File: src/rtl/uart_io_pkg.sv
// Shared definitions for the UART endpoint: default bit period and FSM state type.
package uart_io_pkg;
  localparam int unsigned UART_DIV = 868;

  typedef enum logic [1:0] {U_IDLE, U_START, U_DATA, U_STOP} UART_STATE;
endpackage

File: src/rtl/uart_io_if.sv
// CPU-side register view of the UART: TX store strobe, RX pop strobe and status words.
interface uart_io_if;
  logic        w_req;
  logic [7:0]  w_data;
  logic [31:0] w_busy;
  logic        r_ack;
  logic [31:0] r_data;
  logic        irr;

  modport master (output w_req, w_data, r_ack, input w_busy, r_data, irr);
  modport slave  (input w_req, w_data, r_ack, output w_busy, r_data, irr);
endinterface

File: src/rtl/uart_io_rx.sv
// 8N1 receiver: synchronizes rx, samples mid-bit, pulses push for one cycle on a good stop bit.
module uart_rx
  import uart_io_pkg::*;
#(
  parameter int unsigned DIV = UART_DIV
) (
  input  logic       clk,
  input  logic       reset,
  input  logic       rx,
  output logic       push,
  output logic [7:0] data
);
  localparam int unsigned CW = $clog2(DIV);
  localparam logic [CW-1:0] LAST = CW'(DIV - 1);
  localparam logic [CW-1:0] HALF = CW'(DIV / 2 - 1);

  logic          s1_q, s2_q, prev_q;
  UART_STATE     state_q, state_d;
  logic [CW-1:0] cnt_q, cnt_d;
  logic [2:0]    bit_q, bit_d;
  logic [7:0]    sh_q, sh_d;

  always_ff @(posedge clk) begin
    if (reset) begin
      s1_q    <= 1'b1;
      s2_q    <= 1'b1;
      prev_q  <= 1'b1;
      state_q <= U_IDLE;
      cnt_q   <= '0;
      bit_q   <= '0;
      sh_q    <= '0;
    end else begin
      s1_q    <= rx;
      s2_q    <= s1_q;
      prev_q  <= s2_q;
      state_q <= state_d;
      cnt_q   <= cnt_d;
      bit_q   <= bit_d;
      sh_q    <= sh_d;
    end
  end

  // A 1->0 edge is required to start, so after a framing error the line must return high first.
  always_comb begin
    state_d = state_q;
    cnt_d   = cnt_q;
    bit_d   = bit_q;
    sh_d    = sh_q;
    push    = 1'b0;
    case (state_q)
      U_IDLE: begin
        if (prev_q && !s2_q) begin
          cnt_d   = '0;
          bit_d   = '0;
          state_d = U_START;
        end
      end
      U_START: begin
        if (cnt_q == HALF) begin
          cnt_d   = '0;
          state_d = s2_q ? U_IDLE : U_DATA;
        end else begin
          cnt_d = cnt_q + 1'b1;
        end
      end
      U_DATA: begin
        if (cnt_q == LAST) begin
          cnt_d = '0;
          sh_d  = {s2_q, sh_q[7:1]};
          bit_d = bit_q + 1'b1;
          if (bit_q == 3'd7) state_d = U_STOP;
        end else begin
          cnt_d = cnt_q + 1'b1;
        end
      end
      U_STOP: begin
        if (cnt_q == LAST) begin
          cnt_d   = '0;
          push    = s2_q;
          state_d = U_IDLE;
        end else begin
          cnt_d = cnt_q + 1'b1;
        end
      end
      default: state_d = U_IDLE;
    endcase
  end

  assign data = sh_q;
endmodule

File: src/rtl/uart_io_tx.sv
// 8N1 transmitter: one start bit, eight data bits LSB-first, one stop bit, DIV clocks each.
module uart_tx
  import uart_io_pkg::*;
#(
  parameter int unsigned DIV = UART_DIV
) (
  input  logic       clk,
  input  logic       reset,
  input  logic       w_req,
  input  logic [7:0] w_data,
  output logic       tx,
  output logic       busy
);
  localparam int unsigned CW = $clog2(DIV);
  localparam logic [CW-1:0] LAST = CW'(DIV - 1);

  UART_STATE     state_q, state_d;
  logic [CW-1:0] cnt_q, cnt_d;
  logic [2:0]    bit_q, bit_d;
  logic [7:0]    sh_q, sh_d;

  always_ff @(posedge clk) begin
    if (reset) begin
      state_q <= U_IDLE;
      cnt_q   <= '0;
      bit_q   <= '0;
      sh_q    <= '0;
    end else begin
      state_q <= state_d;
      cnt_q   <= cnt_d;
      bit_q   <= bit_d;
      sh_q    <= sh_d;
    end
  end

  always_comb begin
    state_d = state_q;
    cnt_d   = cnt_q;
    bit_d   = bit_q;
    sh_d    = sh_q;
    tx      = 1'b1;
    case (state_q)
      U_IDLE: begin
        if (w_req) begin
          sh_d    = w_data;
          cnt_d   = '0;
          state_d = U_START;
        end
      end
      U_START: begin
        tx = 1'b0;
        if (cnt_q == LAST) begin
          cnt_d   = '0;
          bit_d   = '0;
          state_d = U_DATA;
        end else begin
          cnt_d = cnt_q + 1'b1;
        end
      end
      U_DATA: begin
        tx = sh_q[0];
        if (cnt_q == LAST) begin
          cnt_d = '0;
          sh_d  = sh_q >> 1;
          bit_d = bit_q + 1'b1;
          if (bit_q == 3'd7) state_d = U_STOP;
        end else begin
          cnt_d = cnt_q + 1'b1;
        end
      end
      U_STOP: begin
        if (cnt_q == LAST) begin
          cnt_d   = '0;
          state_d = U_IDLE;
        end else begin
          cnt_d = cnt_q + 1'b1;
        end
      end
      default: state_d = U_IDLE;
    endcase
  end

  assign busy = (state_q != U_IDLE);
endmodule

File: src/rtl/uart_io.sv
// Serial I/O endpoint: TX/RX engines plus the RX FIFO and status-word packing seen by the CPU.
module uart_io
  import uart_io_pkg::*;
#(
  parameter int unsigned DIV      = UART_DIV,
  parameter int unsigned RX_DEPTH = 4
) (
  input  logic      clk,
  input  logic      reset,
  input  logic      rx,
  output logic      tx,
  uart_io_if.slave  bus
);
  localparam int unsigned AW = $clog2(RX_DEPTH);

  logic       tx_busy;
  logic       rx_push;
  logic [7:0] rx_byte;

  uart_tx #(.DIV(DIV)) u_tx (
    .clk    (clk),
    .reset  (reset),
    .w_req  (bus.w_req),
    .w_data (bus.w_data),
    .tx     (tx),
    .busy   (tx_busy)
  );

  uart_rx #(.DIV(DIV)) u_rx (
    .clk   (clk),
    .reset (reset),
    .rx    (rx),
    .push  (rx_push),
    .data  (rx_byte)
  );

  logic [7:0]    mem_q [RX_DEPTH];
  logic [AW-1:0] wr_q, rd_q;
  logic [AW:0]   cnt_q, cnt_d;
  logic          ovr_q, ovr_d;
  logic          empty, full, pop, wr_en, drop;

  // A pop frees the slot in the same cycle, so a push into a full FIFO with r_ack is not a drop.
  always_comb begin
    empty = (cnt_q == '0);
    full  = (cnt_q == (AW + 1)'(RX_DEPTH));
    pop   = bus.r_ack && !empty;
    wr_en = rx_push && (!full || pop);
    drop  = rx_push && full && !pop;
    cnt_d = cnt_q;
    if (wr_en && !pop)      cnt_d = cnt_q + 1'b1;
    else if (pop && !wr_en) cnt_d = cnt_q - 1'b1;
    ovr_d = ovr_q;
    if (drop)           ovr_d = 1'b1;
    else if (bus.r_ack) ovr_d = 1'b0;
  end

  always_ff @(posedge clk) begin
    if (reset) begin
      wr_q  <= '0;
      rd_q  <= '0;
      cnt_q <= '0;
      ovr_q <= 1'b0;
    end else begin
      if (wr_en) wr_q <= wr_q + 1'b1;
      if (pop)   rd_q <= rd_q + 1'b1;
      cnt_q <= cnt_d;
      ovr_q <= ovr_d;
    end
  end

  always_ff @(posedge clk) begin
    if (wr_en) mem_q[wr_q] <= rx_byte;
  end

  assign bus.w_busy = {31'b0, tx_busy};
  assign bus.r_data = {22'b0, ovr_q, !empty, empty ? 8'h00 : mem_q[rd_q]};
  assign bus.irr    = !empty;
endmodule
File: src/flat_wrapper.sv
// flat-port wrapper written by rule: the top's interface ports become plain ports
module uart_io_flat import uart_io_pkg::*;
#(
  parameter int unsigned DIV      = UART_DIV,
  parameter int unsigned RX_DEPTH = 4
)
  (clk, reset, rx, tx, bus_w_req, bus_w_data, bus_r_ack, bus_w_busy, bus_r_data, bus_irr);
  uart_io_if bus_i ();
  input  logic clk;
  input  logic reset;
  input  logic rx;
  output logic tx;
  input wire logic [$bits(bus_i.w_req)-1:0] bus_w_req;
  input wire logic [$bits(bus_i.w_data)-1:0] bus_w_data;
  input wire logic [$bits(bus_i.r_ack)-1:0] bus_r_ack;
  output wire logic [$bits(bus_i.w_busy)-1:0] bus_w_busy;
  output wire logic [$bits(bus_i.r_data)-1:0] bus_r_data;
  output wire logic [$bits(bus_i.irr)-1:0] bus_irr;
  assign bus_i.w_req = bus_w_req;
  assign bus_i.w_data = bus_w_data;
  assign bus_i.r_ack = bus_r_ack;
  assign bus_w_busy = bus_i.w_busy;
  assign bus_r_data = bus_i.r_data;
  assign bus_irr = bus_i.irr;
  uart_io #(.DIV(DIV), .RX_DEPTH(RX_DEPTH)) u_core (.clk(clk), .reset(reset), .rx(rx), .tx(tx), .bus(bus_i));
endmodule
File: config.mk
export PLATFORM = sky130hd
export DESIGN_NAME = uart_io_flat
export DESIGN_NICKNAME = d
export VERILOG_FILES = /design/src/rtl/uart_io_pkg.sv /design/src/rtl/uart_io_if.sv /design/src/rtl/uart_io_rx.sv /design/src/rtl/uart_io_tx.sv /design/src/rtl/uart_io.sv /design/src/flat_wrapper.sv
export SDC_FILE = /design/constraint.sdc
export NUM_CORES = 1
export LEC_CHECK = 0
export CAP_MARGIN = 20
export CORE_ASPECT_RATIO = 1.25
export CORE_MARGIN = 2
export CORE_UTILIZATION = 48
export DETAILED_ROUTE_END_ITERATION = 12
export GPL_TIMING_DRIVEN = 0
export PLACE_DENSITY = 0.78
export SETUP_SLACK_MARGIN = 0.1
export SYNTH_ARGS = -nofsm -noshare
export SYNTH_HDL_FRONTEND = slang
export SYNTH_SLANG_ARGS = --single-unit
File: constraint.sdc
create_clock -name clk -period 2.61 [get_ports clk]
set_input_delay 0.522 -clock clk [delete_from_list [all_inputs] [get_ports clk]]
set_output_delay 0.522 -clock clk [all_outputs]
set_load 0.02 [all_outputs]
After elaboration in Yosys (flattened, before gate mapping)

Memories as Yosys holds them, arrays and structs flattened. A register that Yosys moved wholly into a read port is not among the register bits.
Index checks and enable logic that the tools add are counted.

Add/sub/neg operators: 8
Equal/unequal tests: 22
Muxes and demuxes: 41
Reductions and logical operators: 30

Operators with widths:

| operator                | count |
|---|---|
| $mux W10                | 5 |
| $pmux W10 S3            | 1 |
| $mux W2                 | 13 |
| $mux W8                 | 3 |
| $add A10 B1 Y10 const B | 2 |
| $eq A10 B10 Y1 const B  | 2 |
| $ne A2 B2 Y1 const B    | 10 |
| $pmux W10 S2            | 1 |
| $mux W3                 | 6 |
| $pmux W2 S4             | 2 |
| $pmux W8 S2             | 1 |
| $pmux W3 S2             | 2 |
| $reduce_bool A2 Y1      | 6 |
| $eq A10 B9 Y1 const B   | 1 |
| $reduce_and A5 Y1       | 2 |
| $add A3 B1 Y3 const B   | 3 |
| $eq A3 B3 Y1 const B    | 3 |
| $reduce_and A3 Y1       | 3 |
| $eq A2 B2 Y1 const B    | 4 |
| $logic_and A1 B1 Y1     | 7 |
| $mux W1                 | 6 |
| $logic_not A1 Y1        | 5 |
| $add A2 B1 Y2 const B   | 2 |
| $eq A2 B1 Y1 const B    | 2 |
| 8 further kinds         | 9 |

Register bits: 57
Bits in writable memories: 32
Output and inout bits: 66
Memories kept: 1

Memory list:

| name         | words | bits a word | read ports | clocked after Yosys merged registers in | wr ports | RTL line      | RTL |
|---|---|---|---|---|---|---|---|
| u_core.mem_q | 4     | 8           | 1          | 1                                       | 1        | uart_io.sv:37 | `logic [7:0] mem_q [RX_DEPTH];` |

Logic depth before layout (Yosys ltp)

Gate-level depths: netlist of run 1.

Depth in word-level cells: 9
Depth in mapped cells: 11

Cells and area by module

A second synthesis of run 1 with hierarchy kept.

Cells, all modules: 437
Area, all modules: 4,674.5 um^2

Modules (own cells, without submodules):

| module  | instances | cells an instance | area an instance (um^2) | sequential area each (um^2) |
|---|---|---|---|---|
| uart_io | 1         | 162               | 2,155.8                 | 1,161.1 |
| uart_rx | 1         | 140               | 1,268.7                 | 520.5 |
| uart_tx | 1         | 135               | 1,249.9                 | 460.4 |

Least setup slack after synthesis of run 1

OpenSTA, ideal clock, no wires.

Path type: register -> register
From: reg u_core.u_rx.cnt_q[0]
To: reg u_core.cnt_q[2]
Arrival: 2,560 ps
Required time: 2,540 ps
Setup slack: -20 ps
Stages on the path, launching flop included: 12
Path buffers: 1
Cells stage by stage: dfxtp_1 -> ha_1 -> and4bb_2 -> and3_1 -> clkbuf_1 -> and2_1 -> ha_1 -> inv_1 -> fa_1 -> xor2_1 -> or3_1 -> a21oi_1

Word-level cells in the longest chain between the ends: 7

Ends and longest elaborated chain:

| item                         | RTL line         | RTL |
|---|---|---|
| from (decl)                  | uart_io_rx.sv:19 | `logic [CW-1:0] cnt_q, cnt_d;` |
| from (signal assigned)       | uart_io_rx.sv:37 | `cnt_q <= cnt_d;` |
| $eq A10 B10 Y1 (*)           | uart_io_rx.sv:77 | `if (cnt_q == LAST) begin` |
| $mux W1 (*)                  | uart_io_rx.sv:77 |  |
| $mux W1 (*)                  | uart_io_rx.sv:50 | `case (state_q)` |
| $logic_and A1 B1 Y1 (*)      | uart_io.sv:48    | `wr_en = rx_push && (!full \|\| pop);` |
| via u_core.wr_en             | uart_io.sv:41    | `logic empty, full, pop, wr_en, drop;` |
| $logic_not A1 Y1             | uart_io.sv:52    | `else if (pop && !wr_en) cnt_d = cnt_q - 1'b1;` |
| $logic_and A1 B1 Y1          | uart_io.sv:52    |  |
| $reduce_bool A2 Y1 (no line) | -                |  |
| to (signal assigned)         | uart_io.sv:67    | `cnt_q <= cnt_d;` |
| to (decl)                    | uart_io.sv:39    | `logic [AW:0] cnt_q, cnt_d;` |

The timed path passes the listed nets; every way through them passes the cells marked *.
A chain may end at the register's enable or synchronous reset.

Worst setup path in the final report of run 1

From: in bus_r_ack
To: reg u_core.cnt_q[2]

Word-level cells in the longest chain between the ends: 6

Ends and longest elaborated chain:

| item                         | RTL line           | RTL |
|---|---|---|
| from (decl)                  | flat_wrapper.sv:15 | `input wire logic [$bits(bus_i.r_ack)-1:0] bus_r_ack;` |
| $logic_and A1 B1 Y1 (*)      | uart_io.sv:47      | `pop = bus.r_ack && !empty;` |
| $logic_or A1 B1 Y1 (*)       | uart_io.sv:48      |  |
| $logic_and A1 B1 Y1 (*)      | uart_io.sv:48      |  |
| via u_core.wr_en             | uart_io.sv:41      |  |
| $logic_not A1 Y1             | uart_io.sv:52      |  |
| $logic_and A1 B1 Y1          | uart_io.sv:52      |  |
| $reduce_bool A2 Y1 (no line) | -                  |  |

Marked as above.

==> results.py, run 1 <==
metrics = {
    "timing": {
        "fin_crit_sh": 0.932,
        "hold_viol_final": 0,
        "tightest_slew_ns": 0.956,
        "slew_headroom": 0.359,
        "maxClockFrequency_mhz": 411,
        "slew_violations": 0,
        "final-setup-viol-count": 0,
        "finalWorstSetupSlack_ns": 0.179,
        "fin_crit_ns": 2.43,
        "rsz0062_at_grt": "no",
        "clock_skew_ns": 0.00794,
    },
    "synth": {
        "synth.yosys.seq_area_share": 0.453,
        "yosysTopAreaCellShare": 0.250,
        "ys_top_cells_by_area": "dfxtp_1, edfxtp_1, buf_4, ha_1, mux4_2",
        "yosysMostFrequentCell": "dfxtp_1",
        "ys_async_sr_fraction": 0,
        "synth_ff_type": "dfxtp_1",
        "synth_edf_count": 32,
        "syn-instance-count": 452,
        "synthTopCellsByCount": "dfxtp_1, buf_4, nor2_1, edfxtp_1, a21oi_1",
        "syn_avg_cell_area_um2": 10.5,
        "synth-seq-cells": 91,
        "netlist_area_um2": 4730,
        "post_synth_num_cell_types": 63,
        "yosys.area.top_type": "dfxtp_1",
        "ys_warn_count": 0,
    },
    "cells_and_area": {
        "fill_cells": 822,
        "final_nets": 577,
        "multi_input_comb_area_um2": 2260,
        "drive_above_1_share": 0.230,
        "diodes": 0,
        "area_growth_pct": 21.3,
        "seq_area_um2": 2150,
        "finalNonFillerCells": 677,
    },
    "die": {
        "die_x_um": 92.8,
        "pin_count": 79,
        "die_h_um": 115,
        "initial_utilization": 0.493,
        "core_um2": 9610,
        "std_cell_rows": 40,
        "die_area_um2": 10700,
    },
    "worst_setup_path": {
        "critPathLaunchType": "primary input",
        "crit_fanout": 7,
        "cp-end-kind": "flop",
        "crit_type": "primary input to flop",
        "crit_required_ns": 2.88,
        "critical_path_arrival_ns": 2.70,
    },
    "global_routing": {
        "grt_first_pass_wirelength_mm": 14.9,
        "grt_start_max_net_pins": 19,
        "use_met1": 0.196,
        "grt_pass1_vias": 3261,
        "grt_use_met2": 0.327,
        "grt_use_total": 0.175,
        "busiest_layer": "met2",
        "antenna_found_initial": 0,
        "gr-total-overflow": 0,
        "use_met3": 0.0229,
    },
    "placed_design": {
        "io_buffers": 25,
        "dpl.hpwl_mm": 6.59,
        "pre_cts_slack_ns": -0.384,
        "dpl.cell_count": 655,
        "place.gp.congestion": 0.815,
    },
    "detailed_routing": {
        "drtAntennaViolNets": 0,
        "routed_via_density": 5.00,
        "wirelength_mm": 8.99,
        "vias": 3383,
        "drt_iter0_markers": 173,
        "post_drt_wl_per_cell_um": 13.3,
        "drt_pass1_iterations": 4,
        "drc": 0,
    },
    "clock_network": {
        "clock_latency_ns": 0.34,
        "clock-sinks": 91,
        "clock_path_buffers": 2,
        "path_clk_slew_ns": 0.07,
        "cts_buffers": 9,
        "cts_root_buffer": "clkbuf_16",
        "htree_levels": 3,
        "cts_tree": "built",
    },
    "min_path": {
        "holdCritPathClass": "flop to flop",
    },
    "run_status": {
        "run_status": "completed",
    },
    "power_and_ir_drop": {
        "cellLeakagePower_nw": 2.39,
        "peakVddDrop_mv": 0.474,
        "p_per_area_nw_per_um2": 660,
    },
    "job": {
        "maxCapViolations": 0,
    },
}
## critical path: stages
cell,delay (ns)
clkdlybuf4s50_1,0.48
nor4b_2,0.44
nor2b_4,0.10
and2_4,0.19
ha_4,0.16
inv_2,0.05
fa_2,0.18
xor2_1,0.07
or3_1,0.37
a21oi_2,0.14
## path summary, 6_finish.rpt
kind	from	endpoint	slack [ns]	depth (start not counted)
worst max-delay path	bus_r_ack	u_core.cnt_q[2]	0.18	10
worst min-delay path	u_core.u_rx.s1_q	u_core.u_rx.s2_q	0.41	1
worst max register to register	flop	u_core.cnt_q[2]	0.22	10
worst min register to register	u_core.u_rx.s1_q	u_core.u_rx.s2_q	0.41	1
## where the power goes
group	leakage [nW]	internal, mW	switching, mW
logic	1.48	0.402	0.536
clock network	0.138	0.670	0.577
registers	0.777	1.54	0.0613
## cells in the final DEF (no fill, tap or decap), drive strengths merged, types with 6 or more instances in the layout
cell           netlist  layout
dfxtp               59      59
conb                 1      53
a21oi               24      24
nor3                 7       7
inv                 14      17
nor2b                6       6
mux2i               16      16
nand3               16      16
o21ai               14      14
edfxtp              32      32
a311oi               7       7
and3                 8       8
ha                  17      17
nand2               17      17
mux4                 8       8
nand4                7       7
clkdlybuf4s50        0      15
and2                12      12
dlygate4sd2          0       9
buf                 66      72
clkbuf              12      22
xor2                 9       9
nor2                34      34
## cells by family (layout without fill, tap and decap cells)
| group | after synthesis | in the layout | share of synthesized area |
|---|---|---|---|
| AO/OA/AOI/OAI | 77 | 77 | 0.119 |
| XOR/XNOR | 14 | 14 | 0.0259 |
| adder cells (fa/ha/maj) | 18 | 18 | 0.0492 |
| buffers and inverters | 92 | 139 | 0.124 |
| flip-flops | 91 | 91 | 0.453 |
| multiplexers | 24 | 24 | 0.0719 |
| other | 1 | 53 | 0.000792 |
| AND/OR/NAND/NOR | 135 | 135 | 0.157 |
## what timing repair did
action                     CTS  global route
resized for setup           24            12
setup buffers                4             2
hold buffers                 0             0
setup endpoints to repair   12             2
pin swaps                    1             6
## per-layer routing
metal  vias up  wire length (um)
li1       1711                 -
met1      1586              3570
met2        71              4950
met3        15               269
met4         0               201
met5         -                 0
## sequential cells by signal, indices dropped and copies added, names as in the netlist, named ones only
signal,flops
u_core.cnt_q,3
u_core.u_rx.prev_q,1
u_core.u_tx.sh_q,8
u_core.u_tx.bit_q,3
u_core.ovr_q,1
u_core.rd_q,2
u_core.u_tx.state_q,2
u_core.u_rx.cnt_q,10
u_core.u_rx.bit_q,3
u_core.u_rx.data,8
u_core.wr_q,2
u_core.u_rx.s2_q,1
u_core.u_tx.cnt_q,10
u_core.u_rx.s1_q,1
u_core.mem_q,32
u_core.u_rx.state_q,1
## metrics by stage
stage | hold slack (ns) | area [um^2] | setup TNS [ns] | util | power, mW
2_1_floorplan | 0.389 | 4940 | 0 | - | 2.36
3_3_place_gp | 0.403 | 5350 | -0.548 | 0.557 | 2.54
3_5_place_dp | 0.397 | 5350 | -1.06 | 0.557 | 2.57
4_1_cts | 0.413 | 5710 | 0 | 0.594 | 3.82
5_1_grt | 0.426 | 5740 | 0 | 0.598 | 3.98
6_report | 0.413 | 5740 | 0 | 0.598 | 3.79
## final cells by class
type,instances,area share
Multi-Input combinational cell,321,0.393
Timing Repair Buffer,32,0.0495
Inverter,14,0.00981
Sequential cell,91,0.374
Buffer,77,0.0950
Tap cell,126,0.0275
Clock buffer,9,0.0392
Clock inverter,7,0.0115
No activity file was read; power rests on OpenSTA's default activity.
==> run 2: changes to the inputs <==
Settings changed: CORE_MARGIN 2 to default, PLACE_DENSITY 0.78 to 0.75.
==> run 2 against run 1 <==
Compared with the run above: worst hold slack better by 0.0041 ns; largest cell class unchanged; register-to-register slack about the same; combinational power barely moved; die area down 3.9%; fmax is 0.49% higher; utilization up 0.21 points; sequential power about the same; cell count rose by 0.30%; global-route usage increased by 0.72 points; critical endpoint is now bus_irr; clock-buffer cell count is the same.
==> results.py, run 2 (synthesis results as in run 1) <==
metrics = {
    "run_status": {
        "run_status": "completed",
    },
    "global_routing": {
        "grt_start_max_net_pins": 19,
        "grt_pass1_vias": 3212,
        "antenna_found_initial": 0,
        "gr-total-overflow": 0,
        "grt_use_total": 0.182,
        "grt_first_pass_wirelength_mm": 15.0,
    },
    "cells_and_area": {
        "final_cell_mix": "buf_4, dfxtp_1, conb_1",
        "diodes": 0,
        "final_nets": 579,
        "top_register": "u_core.mem_q",
        "fill_cells": 803,
        "top_regs": "u_core.mem_q (32), u_core.u_rx.cnt_q (10), u_core.u_tx.cnt_q (10)",
        "drive_above_1_share": 0.230,
        "seq_area_um2": 2150,
        "finalNonFillerCells": 679,
        "largest_reg_flops": 32,
        "multi_input_comb_area_um2": 2250,
        "mostFrequentLayoutCell": "buf_4",
        "area_growth_pct": 21.7,
    },
    "detailed_routing": {
        "drt_iter0_markers": 205,
        "vias": 3424,
        "drtAntennaViolNets": 0,
        "drc": 0,
        "routed_via_density": 5.04,
        "wirelength_mm": 9.11,
        "drt_pass1_iterations": 4,
        "post_drt_wl_per_cell_um": 13.4,
    },
    "die": {
        "die_area_um2": 10300,
        "pin_count": 79,
        "die_x_um": 90.8,
        "core_um2": 9610,
        "initial_utilization": 0.493,
        "std_cell_rows": 40,
        "die_h_um": 113,
    },
    "worst_setup_path": {
        "critPathLaunchType": "flop",
        "crit_start": "u_core.cnt_q[0]",
        "reg2reg_depth": 11,
        "crit_required_ns": 2.09,
        "crit_fanout": 11,
        "rr_startpoint": "u_core.u_rx.cnt_q[1]",
        "critical_path_arrival_ns": 1.90,
        "crit_type": "flop to output pin",
        "crit_slowest_cell": "clkdlybuf4s50_1",
        "path_cells": "or3_1 > clkbuf_2 > clkdlybuf4s50_1",
        "reg2reg_slack_ns": 0.22,
        "cp-end-kind": "output pin",
        "cpPeakStageDelay_ns": 0.57,
        "worst_r2r_endpoint": "u_core.cnt_q[2]",
    },
    "placed_design": {
        "place.gp.congestion": 0.837,
        "dpl.hpwl_mm": 6.64,
        "dpl.cell_count": 655,
        "pre_cts_slack_ns": -0.382,
        "io_buffers": 25,
    },
    "clock_network": {
        "clock-sinks": 91,
        "cts_root_buffer": "clkbuf_16",
        "htree_levels": 3,
        "clock_latency_ns": 0.34,
        "path_clk_slew_ns": 0.07,
        "cts_tree": "built",
        "cts_buffers": 9,
        "clock_path_buffers": 2,
    },
    "timing": {
        "tightest_slew_ns": 1.04,
        "rsz0062_at_grt": "yes",
        "maxClockFrequency_mhz": 413,
        "fin_crit_ns": 2.42,
        "hold_viol_final": 0,
        "slew_violations": 0,
        "finalWorstSetupSlack_ns": 0.191,
        "final-setup-viol-count": 0,
        "clock_skew_ns": 0.00769,
        "slew_headroom": 0.303,
        "fin_crit_sh": 0.927,
        "tns_ns": 0,
    },
    "min_path": {
        "holdCritPathClass": "flop to flop",
        "hold_path_startpoint": "u_core.u_rx.s1_q",
        "min_to": "u_core.u_rx.s2_q",
        "whs_path_depth": 1,
    },
    "power_and_ir_drop": {
        "seqPwrFrac": 0.422,
        "netSwitchingPower_mw": 1.18,
        "pwr-share-comb": 0.247,
        "report.power.total_mw": 3.79,
        "peakVddDrop_mv": 0.556,
        "p_per_area_nw_per_um2": 659,
        "internal-power_mw": 2.62,
        "cellLeakagePower_nw": 2.41,
        "p_clk_frac": 0.330,
        "p_sw_frac": 0.310,
    },
    "job": {
        "maxCapViolations": 0,
    },
}
==> run 2: changes by cell type in the layout (fill, tap and decap cells not counted), sizes merged <==
cell | before | now
buf | 72 | 73
clkinvlp | 3 | 1
inv | 17 | 15
clkinv | 1 | 5
clkbuf | 22 | 23
==> run 2: metal layers <==
metal	routed length [um]	part of all wire	GRT usage
met1	3590	0.39	0.195
met3	275	0.030	0.0302
met2	5060	0.55	0.351
met4	189	0.021	0.0741
met5	0	0	0
==> run 2: worst max path at each step <==
stage / to / slack (ns) / cells after the start
after floorplan: u_core.cnt_q[2] / 0.11 / 11
after global placement: u_core.cnt_q[2] / -0.34 / 10
after detailed placement: u_core.cnt_q[2] / -0.38 / 10
after CTS: tx / 0.11 / 7
after global routing: bus_irr / 0.10 / 3
final: bus_irr / 0.19 / 3
==> run 2: area by class of cell <==
cell class	instances	area share
inverters	14	0.00977
clock buffers	9	0.0391
flip-flops and latches	91	0.373
plain buffers	78	0.0971
multi-input cells	321	0.390
clock inverters	7	0.0128
well taps	126	0.0274
repair buffers	33	0.0506
==> run 2: through the flow <==
stage	cell area [um^2]	utilization	hold slack (ns)
after global routing	5760	0.600	0.445
after global placement	5350	0.557	0.400
after detailed placement	5350	0.557	0.401
after CTS	5720	0.595	0.419
after floorplan	4940	-	0.389
final	5760	0.600	0.417
==> run 2: power groups by stage <==
stage	clock network, mW	registers [mW]	logic, mW
6_report	1.25	1.60	0.937
3_5_place_dp	0	1.63	0.925
4_1_cts	1.28	1.60	0.929
2_1_floorplan	0	1.62	0.744
5_1_grt	1.33	1.61	1.02
3_3_place_gp	0	1.63	0.907
==> run 2: worst max-delay path, delay by kind of cell (launching register included) <==
family                 cells  cell delay, ns
DFF                        1            0.39
and+or+nand+nor            1            0.39
buffers and inverters      2            0.78
==> run 2: what timing repair did <==
item	in CTS	in global routing
resized for setup	23	9
endpoints found under the setup margin	12	3
hold buffers	0	0
pin swaps	2	3
setup buffers	6	1
